===== config.mk =====
export PLATFORM = sky130hd
export DESIGN_NAME = ins_mem_loader
export DESIGN_NICKNAME = d
export VERILOG_FILES = /design/src/rtl/ins_mem_pkg.sv /design/src/rtl/ins_mem_loader_word_assembler.sv /design/src/rtl/ins_mem_loader.sv
export SDC_FILE = /design/constraint.sdc
export NUM_CORES = 1
export LEC_CHECK = 0
export BUFFER_PORTS_ARGS = -buffer_cell sky130_fd_sc_hd__buf_2
export CORE_ASPECT_RATIO = 0.75
export CORE_MARGIN = 4
export CORE_UTILIZATION = 43
export DETAILED_ROUTE_END_ITERATION = 6
export GPL_ROUTABILITY_DRIVEN = 0
export PLACE_DENSITY = 0.66
export SETUP_SLACK_MARGIN = 0.15
export SKIP_LAST_GASP = 1
export SYNTH_ARGS = -nofsm -noshare
export SYNTH_HDL_FRONTEND = slang
export SYNTH_SLANG_ARGS = --single-unit

===== constraint.sdc =====
create_clock -name CLK -period 3.5 [get_ports CLK]
set_clock_uncertainty 0.05 [all_clocks]
set_input_delay 0.525 -clock CLK [delete_from_list [all_inputs] [get_ports CLK]]
set_output_delay 0.525 -clock CLK [all_outputs]
set_load 0.01 [all_outputs]

===== src/rtl/ins_mem_pkg.sv =====
// Shared definitions for the instruction memory loader: FSM states and
// memory geometry.
package ins_mem_pkg;

    typedef enum logic [1:0] {
        IDLE,
        COLLECT,
        WRITE,
        DONE
    } state_t;

    localparam int BYTES_PER_WORD    = 4;
    localparam int MEM_BYTES_DEFAULT = 240;

endpackage


===== src/rtl/ins_mem_loader_word_assembler.sv =====
// Packs an 8-bit stream into big-endian 32-bit words. The first three bytes
// are kept; the fourth is merged in directly so the word is ready on the
// cycle that byte is accepted.
module word_assembler
    import ins_mem_pkg::*;
(
    input  logic        clk,
    input  logic        reset,
    input  logic        shift_en,
    input  logic        clear,
    input  logic [7:0]  byte_in,
    output logic [31:0] word,
    output logic        last_byte
);

    logic [23:0] shift_q;
    logic [1:0]  byte_cnt;

    always_ff @(posedge clk) begin
        if (reset || clear) begin
            shift_q  <= '0;
            byte_cnt <= '0;
        end else if (shift_en) begin
            shift_q  <= {shift_q[15:0], byte_in};
            byte_cnt <= byte_cnt + 2'd1;
        end
    end

    assign word      = {shift_q, byte_in};
    assign last_byte = (byte_cnt == 2'(BYTES_PER_WORD - 1));

endmodule


===== src/rtl/ins_mem_loader.sv =====
// Loads a byte stream into the instruction RAM as big-endian words while
// holding the CPU through Busy.
module ins_mem_loader
    import ins_mem_pkg::*;
#(
    parameter int MEM_BYTES = MEM_BYTES_DEFAULT,
    parameter int CNT_W     = 16
) (
    input  logic             CLK,
    input  logic             Reset,
    input  logic             Start,
    input  logic [31:0]      BaseAddr,
    input  logic [CNT_W-1:0] WordCount,
    input  logic [7:0]       ByteIn,
    input  logic             ByteValid,
    output logic             ByteReady,
    output logic             WrEn,
    output logic [31:0]      WrAddr,
    output logic [31:0]      WrData,
    output logic             Busy,
    output logic             Done,
    output logic             Err
);

    state_t           state, state_next;
    logic [31:0]      cur_addr;
    logic [CNT_W-1:0] remaining;
    logic [31:0]      asm_word;
    logic             last_byte;
    logic             transfer;
    logic             addr_load;
    logic             clear_asm;
    logic             wr_capture;
    logic             err_next;
    logic             misaligned;
    logic             too_big;
    logic [33:0]      end_addr;

    // End address is formed wide enough that a huge WordCount cannot wrap.
    assign end_addr   = {2'b00, BaseAddr} + 34'({WordCount, 2'b00});
    assign misaligned = (BaseAddr[1:0] != 2'b00);
    assign too_big    = (end_addr > 34'(MEM_BYTES));
    assign transfer   = (state == COLLECT) && ByteValid && ByteReady;

    word_assembler u_word_assembler (
        .clk       (CLK),
        .reset     (Reset),
        .shift_en  (transfer),
        .clear     (clear_asm),
        .byte_in   (ByteIn),
        .word      (asm_word),
        .last_byte (last_byte)
    );

    always_comb begin
        state_next = state;
        addr_load  = 1'b0;
        clear_asm  = 1'b0;
        wr_capture = 1'b0;
        err_next   = 1'b0;
        case (state)
            IDLE: begin
                if (Start) begin
                    if (misaligned || too_big) begin
                        err_next = 1'b1;
                    end else if (WordCount == '0) begin
                        state_next = DONE;
                    end else begin
                        state_next = COLLECT;
                        addr_load  = 1'b1;
                        clear_asm  = 1'b1;
                    end
                end
            end
            COLLECT: begin
                if (transfer && last_byte) begin
                    state_next = WRITE;
                    wr_capture = 1'b1;
                end
            end
            WRITE: begin
                state_next = (remaining == CNT_W'(1)) ? DONE : COLLECT;
            end
            DONE: begin
                state_next = IDLE;
            end
            default: begin
                state_next = IDLE;
            end
        endcase
    end

    // Outputs are registered from the next state so they line up with it.
    always_ff @(posedge CLK) begin
        if (Reset) begin
            state     <= IDLE;
            cur_addr  <= '0;
            remaining <= '0;
            ByteReady <= 1'b0;
            WrEn      <= 1'b0;
            WrAddr    <= '0;
            WrData    <= '0;
            Busy      <= 1'b0;
            Done      <= 1'b0;
            Err       <= 1'b0;
        end else begin
            state     <= state_next;
            ByteReady <= (state_next == COLLECT);
            WrEn      <= (state_next == WRITE);
            Busy      <= (state_next != IDLE);
            Done      <= (state_next == DONE);
            Err       <= err_next;
            if (addr_load) begin
                cur_addr  <= BaseAddr;
                remaining <= WordCount;
            end else if (state == WRITE) begin
                cur_addr  <= cur_addr + 32'd4;
                remaining <= remaining - CNT_W'(1);
            end
            if (wr_capture) begin
                WrAddr <= cur_addr;
                WrData <= asm_word;
            end
        end
    end

endmodule


# == Yosys cells after proc, flatten, opt, wreduce, memory -nomap -nowiden ==
# Cells that the tools add are included.
# op_classes
add_sub_neg,4
order_cmp,1
bitwise,2
n_reduce_logical,11
muxes,17
eq_ne,8
# ops
operator,count
two-way mux 32 bit,2
adder 32 x 18 -> 33 bit,1
"greater-than comparator 33 x 8 -> 1 bit, second input constant",1
"adder 32 x 3 -> 32 bit, second input constant",1
two-way mux 16 bit,2
"== test 16 x 1 -> 1 bit, second input constant",1
zero test 16 bit,1
"subtractor 16 x 1 -> 16 bit, second input constant",1
"== test 2 bit, second input constant",5
two-way mux 2 bit,5
case mux 2 bit (4 select lines),1
two-way mux 1 bit,7
nonzero test 2 bit,3
"== test 2 x 1 -> 1 bit, second input constant",2
logical AND 1 bit,3
OR reduction 3 bit,1
"adder 2 x 1 -> 2 bit, second input constant",1
zero test 2 bit,1
logical OR 1 bit,2
inverter 1 bit,2
# word_totals
elab_cells,55
in_bits,60
reg_bits,145

# == Depth between registers and ports, before layout ==
# Gate-level depths: netlist of the first run.
# logic_depth
depth_word,7
depth_mapped,13
depth_no_buf,11

# == By module ==
# From an unflattened synthesis of the first run, not the netlist that was laid out.
# unflattened
hier_cells,921
area_unflattened_um2,7509.7
# by_module_without_submodules
module,n_inst,cells_per_inst,seq_area_each_um2,area_per_inst_um2
ins_mem_loader,1,827,2382.3,6478.7
word_assembler,1,94,520.5,1031.0

# == Worst setup path after synthesis of the first run ==
# OpenSTA, ideal clock, no wires.
# synth_timing
path_kind,input -> register
start,in BaseAddr[2]
end,reg Err
n_path_buf,1
slack_ns,-0.294
t_required_ns,3.335
path_stages,12
t_arrival_ns,3.629
path_cell_list,ha_1 > fa_1 > a211oi_2 > o31ai_2 > a31oi_4 > xnor2_1 > a31o_1 > or4_4 > or3_1 > buf_2 > or4_1 > o21a_1
# synth_between
elab_chain_cells,4
# synth_rtl
element,line,rtl
start: declaration,ins_mem_loader.sv:12,"input logic [31:0] BaseAddr,"
adder 32 x 18 -> 33 bit,ins_mem_loader.sv:40,"assign end_addr = {2'b00, BaseAddr} + 34'({WordCount, 2'b00});"
greater-than comparator 33 x 8 -> 1 bit,ins_mem_loader.sv:42,assign too_big = (end_addr > 34'(MEM_BYTES));
logical OR 1 bit,ins_mem_loader.sv:64,if (misaligned || too_big) begin
two-way mux 1 bit,ins_mem_loader.sv:64,
end signal: assignment,ins_mem_loader.sv:112,Err <= err_next;
end: declaration,ins_mem_loader.sv:22,output logic Err
# No other way between the ends.
# A chain may end at the register's enable or synchronous reset.

# == Final worst setup path of the first run ==
# layout_timing
start,in WordCount[3]
end,reg Err
# layout_between
elab_chain_cells,4
# layout_rtl
element,line,rtl
start: declaration,ins_mem_loader.sv:13,"input logic [CNT_W-1:0] WordCount,"
adder 32 x 18 -> 33 bit,ins_mem_loader.sv:40,
greater-than comparator 33 x 8 -> 1 bit,ins_mem_loader.sv:42,
logical OR 1 bit,ins_mem_loader.sv:64,
two-way mux 1 bit,ins_mem_loader.sv:64,
# No other way between the ends.

==> results_dict.tcl, run 1 <==
set metrics [dict create \
    placed_area_um2 9380 \
    dpl.hpwl_mm 17.1 \
    numCtsBuffers 17 \
    status "completed" \
    synthFlopType "dfxtp_1" \
    synth_compound_area_frac 0.192 \
    relSlewSlack 0.383 \
    synth_edf_count 0 \
    drt-initial-drc-count 548 \
    max_stage_delay_ns 0.50 \
    power_leakage_nw 3.91 \
    maxCapViolations 0 \
    synth_nets 1047 \
    worst_pin_slew_ns 0.923 \
    num_antenna_cells 0 \
    routed_wl_mm 23.7 \
    grt_max_degree 65 \
    syn_area_per_cell_um2 7.89 \
    synth_area_um2 7620 \
    ys_seq_area_frac 0.381 \
    finalCritPeriodShare 0.952 \
    rows 41 \
    clock_path_buffers 2 \
    io_buffers 128 \
    num_vias 7886 \
    yosys.area_share.simple 0.282 \
    netlist_instances 966 \
    crit_family "simple AND/OR/NAND/NOR gates" \
    hold_viol 0 \
    setup_viol 0 \
    route.antenna.remaining_nets 0 \
    synth-adder-area-share 0.0355 \
    vdd_drop_max_v 0.000347 \
    synth_top_area_cell "dfxtp_1" \
    h-tree-depth 4 \
    yosysUniqueCellTypes 75 \
    required_ns 3.77 \
    clk_pin_slew_worst_paths_ns 0.07 \
    via_per_inst 5.56 \
    synth_commonest_cells "nand2_1, dfxtp_1, a21oi_1, nor2_1, nor4_1" \
    startpoint_type "primary input" \
    cp_common_cell "buf_4" \
    rsz0062_at_grt "true" \
    drt_first_pass_iters 5 \
    die_x_um 162 \
    layout-drive-gt1-share 0.338 \
    synth_xor_area_frac 0.0506 \
    cts-root-buf "clkbuf_16" \
    synthMuxAreaShare 0.00279 \
    async_flop_share 0 \
    maxSlewViolCount 0 \
    path_buf_inv 3 \
    synth_area_leaders "dfxtp_1, nand2_1, a21oi_1, nor4_1, ha_1" \
    clock.fmax_mhz 300 \
    post-synth-top-count-cell "nand2_1" \
    start_util 0.446 \
    die-area_um2 19900 \
    p_per_area_nw_per_um2 387 \
    synth_top_family_by_area "simple AND/OR/NAND/NOR gates" \
    post-place-ws_ns -0.322 \
    critPathCaptureType "flip-flop" \
    cpMaxStageDelayCell "or3_4" \
    min_period_ns 3.33 \
    holdBufCountCts 0 \
    cts_sinks 145 \
    arrival_ns 3.60 \
    worstHoldPathType "primary input to flip-flop" \
    drc 0 \
    path_max_fanout 6 \
    crit_chain "buf_2 -> ha_1 -> buf_4 -> nor2_1 -> o31ai_4 -> a31oi_4 -> buf_4 -> or3b_1 -> nand4_1 -> o311ai_1 -> or3_4 -> or4_4 -> o21a_1" \
    dieHeight_um 123 \
    ys_ff_latch 145 \
    grt_pass1_vias 7452 \
    drt-wirelength-per-cell_um 16.7 \
    core_um2 17100 \
    yosys.area.top_type_share 0.381 \
    reg2reg_slack_ns 0.66 \
    setup_ws_ns 0.169 \
    overflow 0 \
    clk_latency_ns 0.42 \
    syn_to_final_growth_pct 37.0 \
    crit_type "primary input to flip-flop" \
    io-pin-count 129 \
    grtUsageTotal 0.231 \
    finalNetCount 1251 \
    yosysWarnings 0 \
    p_total_mw 4.04 \
    grt_pass1_wl_mm 37.3 \
    cts_tree "built" \
    antenna_found_initial 1 \
    fin_area_um2 10400 \
]
flip-flops by register name (all words and copies together), names as in the netlist:
register                   count
Done                           1
WrEn                           1
WrData                        32
u_word_assembler.byte_cnt      2
Err                            1
Busy                           1
WrAddr                        32
state                          2
u_word_assembler.shift_q      24
cur_addr                      32
remaining                     16
ByteReady                      1
tightest hold or removal path, delay by kind of cell:
family	cells	cell delay, ns
AO/OA/AOI/OAI	1	0.05
buffers and inverters	1	0.11
AND/OR/NAND/NOR	1	0.05
kinds of logic (layout without fill, tap and decap cells):
group           Yosys count  in the layout
fa+ha+maj                21             21
buf+inv                  82            299
compound gates          225            225
simple gates            447            447
flops                   145            145
mux                       2              2
xor+xnor                 44             44
where the power goes:
| part | internal, mW | switching, mW | total [mW] |
|---|---|---|---|
| registers | 1.65 | 0.000324 | 1.65 |
| logic | 0.254 | 0.293 | 0.547 |
| clock network | 1.03 | 0.816 | 1.84 |
| total | 2.93 | 1.11 | 4.04 |
placed cells by master (no fill, tap or decap), types with 16 or more instances in the layout:
cell and instances:
xor2_1 20, a21oi_2 29, nand4_1 30, buf_2 124, buf_4 112, dfxtp_1 145
clkbuf_16 20, a21oi_1 83, nand2_1 229, nor2_1 42, xnor2_1 24, nand3_1 23
a211oi_1 27, nor4_1 16, nor3_1 16, nor4_2 23
path summary, 6_finish.rpt:
path	from	endpoint	depth (start not counted)
min reg2reg	WrAddr[1]	WrAddr[1]	2
max	WordCount[3]	Err	13
max reg2reg	cur_addr[9]	cur_addr[29]	9
min	ByteIn[5]	WrData[5]	3
per-layer routing:
layer  GRT usage  up-vias  routed length [um]
met4      0.0565        2                 381
met2       0.357      227               10500
li1            -     3873                   -
met1       0.333     3746               11300
met3      0.0477       38                1590
met5           0        -                  13
metrics by stage:
step / utilization / hold WS, ns / std cells / setup TNS, ns
3_3_place_gp: 0.549 / 0.391 / 1375 / -16.67
6_report: 0.611 / 0.299 / 1419 / 0
3_5_place_dp: 0.549 / 0.394 / 1375 / -18.99
2_1_floorplan: - / 0.377 / 966 / -1.15
4_1_cts: 0.586 / 0.286 / 1407 / 0
5_1_grt: 0.611 / 0.303 / 1419 / 0
cell type report:
class,instances,area [um2]
Tap cell,236,295
Inverter,14,52.6
Clock inverter,15,199
Clock buffer,17,425
Sequential cell,145,2900
Timing Repair Buffer,253,1770
Multi-Input combinational cell,739,4800
Fill cell,1536,6640
what timing repair did:
item / 4_1_cts / 5_1_grt
endpoints found under the setup margin: 11 / 76
gates resized for setup: 1 / 53
pin swaps: 0 / 23
setup buffers: 0 / 7
gates cloned: 0 / 5
Note: power is estimated with default switching activity, not from simulation.
==> inputs of run 2 (changes only) <==
ABC_AREA = 1   (was not set)
CELL_PAD_IN_SITES_DETAIL_PLACEMENT = 0   (was not set)
CELL_PAD_IN_SITES_GLOBAL_PLACEMENT = 2   (was not set)
CORE_UTILIZATION = 28   (was 43)
CTS_CLUSTER_DIAMETER = 150   (was not set)
PLACE_DENSITY = 0.77   (was 0.66)
==> run 2 against run 1 <==
  * Cell area fell by 0.64%
  * Critical path type unchanged
  * Critical endpoint is now cur_addr[6]
  * First-iteration DRC count fell by 11%
  * Die area rose by 68%
  * Non-clock buffer count fell by 97
  * Clock power rose by 10%
  * Count of clock-buffer cells in the layout rose by 4
  * Final cell count rose by 31%
  * Fmax rose by 8.0%
  * Via count rose by 8.4%
  * Combinational power fell by 22%
  * Sequential cell count did not move
  * Wire length rose by 15%
  * Largest power group unchanged
==> results_dict.tcl, run 2 <==
set metrics [dict create \
    final.setup.tns_ns 0 \
    drc 0 \
    max_stage_delay_ns 0.39 \
    arrival_ns 3.39 \
    dpl.hpwl_mm 20.2 \
    routed_wl_mm 27.3 \
    ys_ff_latch 145 \
    clk_latency_ns 0.43 \
    final_core_util 0.343 \
    clk_pin_slew_worst_paths_ns 0.06 \
    postCtsSetupBuffers 0 \
    grt_max_degree 71 \
    hold_viol 0 \
    numCtsBuffers 17 \
    synthMuxAreaShare 0.00117 \
    path_max_fanout 68 \
    crit_chain "buf_2 -> ha_1 -> fa_1 -> nand2_1 -> nand2_1 -> nand3_1 -> nand2_1 -> nand3_1 -> nand3_2 -> nand2_1 -> nand2_1 -> nor2_1 -> nand3_1 -> o21ai_2 -> nand4_4 -> buf_12 -> nand2_1 -> nand2_1 -> a21oi_1" \
    cp_common_cell "nand2_1" \
    grt_pass1_vias 7938 \
    yosys.area.top_type_share 0.338 \
    via_per_inst 4.59 \
    grt_pass1_wl_mm 43.6 \
    maxCapViolations 0 \
    post-synth-top-count-cell "nand2_1" \
    drt-initial-drc-count 489 \
    fin_area_um2 10400 \
    h-tree-depth 4 \
    n_fill_cell 3404 \
    synth_edf_count 0 \
    final_cell_mix "nand2_1, inv_1, dfxtp_1" \
    cts_resized 0 \
    rsz0062_at_grt "false" \
    maxSlewViolCount 0 \
    cpMaxStageDelayCell "fa_1" \
    placed_cells 1833 \
    required_ns 3.80 \
    crit_family "simple AND/OR/NAND/NOR gates" \
    yosysWarnings 0 \
    grtUsageTotal 0.161 \
    async_flop_share 0 \
    path_buf_inv 2 \
    die_x_um 210 \
    route.antenna.remaining_nets 0 \
    holdBufCountCts 0 \
    startpoint_type "primary input" \
    synth_area_um2 8590 \
    r2r_start "cur_addr[2]" \
    worstHoldPathType "primary input to flip-flop" \
    num_antenna_cells 0 \
    layout-drive-gt1-share 0.158 \
    synth_nets 1422 \
    synth_top_area_cell "dfxtp_1" \
    synth_commonest_cells "nand2_1, inv_1, dfxtp_1, nor2_1, a21oi_1" \
    io_buffers 128 \
    start_util 0.284 \
    syn_area_per_cell_um2 6.41 \
    cts_tree "built" \
    ys_seq_area_frac 0.338 \
    synth-adder-area-share 0.0315 \
    netlist_instances 1341 \
    antenna_found_initial 0 \
    placed_area_um2 9730 \
    layout_commonest_cell "nand2_1" \
    crit_type "primary input to flip-flop" \
    die-area_um2 33600 \
    core_um2 30200 \
    setup_viol 0 \
    startpoint "BaseAddr[2]" \
    finalCritPeriodShare 0.881 \
    vdd_drop_max_v 0.000349 \
    synthFlopType "dfxtp_1" \
    yosys.area_share.simple 0.343 \
    top_regs "WrAddr x32, WrData x32, cur_addr x32" \
    relSlewSlack 0.413 \
    min_period_ns 3.08 \
    cts-root-buf "clkbuf_16" \
    drt_first_pass_iters 5 \
    syn_to_final_growth_pct 20.8 \
    worst_pin_slew_ns 0.880 \
    io-pin-count 129 \
    finalNetCount 1534 \
    rows 55 \
    p_per_area_nw_per_um2 396 \
    synth_top_family_by_area "simple AND/OR/NAND/NOR gates" \
    power_leakage_nw 4.80 \
    overflow 0 \
    hold_slack_ns 0.336 \
    finalNonFillerCells 1864 \
    synth_xor_area_frac 0.0367 \
    dieHeight_um 160 \
    hp-start "ByteIn[5]" \
    cts_sinks 145 \
    clock.fmax_mhz 324 \
    status "completed" \
    yosysUniqueCellTypes 41 \
    clock_path_buffers 2 \
    synth_compound_area_frac 0.128 \
    critPathCaptureType "flip-flop" \
    drt-wirelength-per-cell_um 14.7 \
    num_vias 8549 \
    synth_area_leaders "dfxtp_1, nand2_1, inv_1, a21oi_1, nand3_1" \
]
-- run 2: changes by cell type in the layout (fill, tap and decap cells not counted), moves of 21 or more --
cell,previous run,this run
nand2_1,229,318
nor2_1,42,131
buf_4,112,23
nand4_1,30,51
a21oi_2,29,2
o21ai_0,14,65
nand3_1,23,102
inv_1,14,194
a21oi_1,83,107
nor4_2,23,0
-- run 2: routing by layer --
layer	global-route usage	part of all wire	vias up	wire (um)
li1	-	-	4515	-
met1	0.247	0.54	3891	14900
met2	0.231	0.41	131	11200
met3	0.0340	0.039	12	1070
met4	0.0320	0.0061	0	166
met5	0	0	-	0
-- run 2: worst register-to-register path: stages (launching register included) --
cell     delay, ns
dfxtp_1       0.41
ha_1          0.22
nand2_1       0.06
nor2_1        0.17
inv_2         0.07
nor2_1        0.12
nand2_1       0.10
nor2_2        0.12
inv_2         0.05
nor2_2        0.12
nand2_1       0.10
nor2_2        0.21
nand2_2       0.10
nor3_2        0.22
nand3_2       0.17
nor2_2        0.15
xor2_1        0.15
nand2_1       0.06
a21oi_1       0.14
-- run 2: kinds of logic (layout without fill, tap and decap cells) --
family | Yosys count | in the layout
multiplexers | 1 | 1
adder cells (fa/ha/maj) | 21 | 21
flip-flops | 145 | 145
buffers and inverters | 267 | 391
AO/OA/AOI/OAI | 205 | 205
AND/OR/NAND/NOR | 666 | 666
XOR/XNOR | 36 | 36
-- run 2: cell type report --
| class | instances | area (um2) | area share |
|---|---|---|---|
| inverters | 204 | 766 | 0.0738 |
| clock buffers | 21 | 460 | 0.0444 |
| well taps | 399 | 499 | 0.0481 |
| multi-input cells | 929 | 4650 | 0.448 |
| flip-flops and latches | 145 | 2900 | 0.280 |
| clock inverters | 10 | 183 | 0.0176 |
| repair buffers | 156 | 913 | 0.0881 |
-- run 2: worst paths after layout --
kind	to	slack (ns)	depth (start not counted)
max	cur_addr[6]	0.42	19
min	u_word_assembler.shift_q[5]	0.34	3
max reg2reg	cur_addr[28]	0.63	18
min reg2reg	WrAddr[7]	0.39	2
-- run 2: where the power goes --
group / switching [mW] / internal [mW] / total (mW)
clock: 0.731 / 1.30 / 2.03
sequential: 0.000116 / 1.65 / 1.65
combinational: 0.285 / 0.141 / 0.426
-- run 2: per-stage QoR --
| step | total power, mW | worst slack (ns) |
|---|---|---|
| floorplan | 1.94 | 0.555 |
| detailed placement | 2.11 | 0.00581 |
| global placement | 2.11 | 0.0395 |
| global route | 4.28 | 0.161 |
| finish | 4.11 | 0.415 |
| CTS | 4.16 | 0.473 |
==> inputs of run 3 (changes only) <==
CORE_MARGIN = 2   (was 4)
SLEW_MARGIN = 20   (was not set)
==> run 3 against run 2 <==
  * Final cell count grew 0.27%
  * Non-clock buffer count grew 6
  * Largest power group unchanged
  * Combinational power is essentially flat
  * Sequential share of layout area shrank 0.22 points
  * Critical endpoint is now remaining[4]
  * First-iteration DRC count shrank 3.9%
  * Power shrank 3.9%
  * Largest cell class unchanged
  * Utilization grew 0.27 points
  * Count of clock-buffer cells in the layout shrank 1
  * Register-to-register slack gained 0.10 ns
  * Fmax shrank 0.47%
==> results_dict.tcl, run 3 (synthesis gave the netlist of run 2 again) <==
set metrics [dict create \
    drt-initial-drc-count 470 \
    routed_wl_mm 27.7 \
    finalNetCount 1540 \
    io-pin-count 129 \
    vdd_drop_max_v 0.000296 \
    io_buffers 128 \
    core_um2 30200 \
    grt_pass1_wl_mm 43.0 \
    dpl.hpwl_mm 19.8 \
    grtUsageTotal 0.172 \
    min_period_ns 3.10 \
    finalNonFillerCells 1869 \
    final.setup.tns_ns 0 \
    arrival_ns 3.40 \
    status "completed" \
    cts-root-buf "clkbuf_16" \
    setup_viol 0 \
    worstHoldPathType "primary input to flip-flop" \
    numCtsBuffers 17 \
    worst_pin_slew_ns 0.988 \
    drc 0 \
    cts_sinks 145 \
    dieHeight_um 156 \
    maxCapViolations 0 \
    num_antenna_cells 0 \
    top_regs "WrAddr x32, WrData x32, cur_addr x32" \
    overflow 0 \
    drt-wirelength-per-cell_um 14.8 \
    fin_area_um2 10500 \
    route.antenna.remaining_nets 0 \
    p_per_area_nw_per_um2 377 \
    clock.fmax_mhz 323 \
    grt_pass1_vias 7824 \
    antenna_found_initial 0 \
    via_per_inst 4.60 \
    n_fill_cell 3328 \
    rsz0062_at_grt "false" \
    layout_commonest_cell "nand2_1" \
    path_max_fanout 35 \
    finalCritPeriodShare 0.885 \
    cts_tree "built" \
    placed_area_um2 9720 \
    final_cell_mix "nand2_1, inv_1, dfxtp_1" \
    drt_first_pass_iters 5 \
    rows 55 \
    crit_type "primary input to flip-flop" \
    clk_pin_slew_worst_paths_ns 0.06 \
    critPathCaptureType "flip-flop" \
    clock_path_buffers 2 \
    power_leakage_nw 4.83 \
    h-tree-depth 4 \
    syn_to_final_growth_pct 21.7 \
    grt_max_degree 91 \
    die-area_um2 32100 \
    maxSlewViolCount 0 \
    hold_viol 0 \
    p_total_mw 3.95 \
    final_core_util 0.346 \
    required_ns 3.80 \
    num_vias 8594 \
    clk_latency_ns 0.43 \
    startpoint_type "primary input" \
    relSlewSlack 0.341 \
    start_util 0.284 \
    die_x_um 206 \
    placed_cells 1835 \
    layout-drive-gt1-share 0.167 \
]
run 3: stage by stage:
stage	hold WS [ns]	setup slack, ns
2_1_floorplan	0.380	0.555
4_1_cts	0.289	0.390
6_report	0.306	0.401
5_1_grt	0.292	0.196
3_5_place_dp	0.382	-0.0695
3_3_place_gp	0.380	-0.110
run 3: worst max-delay path, stage by stage:
cell and delay, ns:
buf_2 0.11, ha_1 0.22, fa_1 0.40, nand2_1 0.11
inv_2 0.04, nand2_1 0.09, nand2_2 0.07, nand2_1 0.07
nand2_2 0.08, nand2_1 0.08, nand2_2 0.10, nand3b_1 0.11
nand2_1 0.07, nor2_2 0.18, nand3b_1 0.15, o21ai_2 0.20
nand4_4 0.12, buf_12 0.18, clkbuf_16 0.21, nand2_1 0.09
nand2_1 0.05, a21oi_1 0.12
run 3: worst paths after layout:
kind,from,to,slack [ns],cells after the start
setup / recovery,BaseAddr[2],remaining[4],0.40,22
hold / removal,Start,Err,0.31,3
setup reg to reg,cur_addr[2],cur_addr[28],0.73,18
hold reg to reg,WrAddr[16],WrAddr[16],0.39,2
run 3: area by class of cell:
type | count | area [um2] | area share
multi-input cells | 929 | 4680 | 0.448
flip-flops and latches | 145 | 2900 | 0.278
repair buffers | 162 | 1010 | 0.0966
inverters | 204 | 766 | 0.0732
well taps | 399 | 499 | 0.0478
clock buffers | 20 | 457 | 0.0437
clock inverters | 10 | 136 | 0.0130
run 3: routing by layer:
metal	vias to the layer above	wire length, um	track usage
met1	3887	15200	0.259
met4	0	230	0.0442
li1	4540	-	-
met3	15	1250	0.0320
met5	-	0	0
met2	152	11000	0.246
run 3: timing repair:
action                                  4_1_cts  5_1_grt
setup buffers                                 0        1
endpoints found under the setup margin        0       29
gates resized for setup                       0       11
hold buffers                                  0        0
run 3: report_power, final:
group | switching (mW) | internal, mW | leakage (nW)
clock network | 0.723 | 1.15 | 0.284
registers | 0.000174 | 1.65 | 1.17
logic | 0.285 | 0.141 | 3.38
total | 1.01 | 2.94 | 4.83
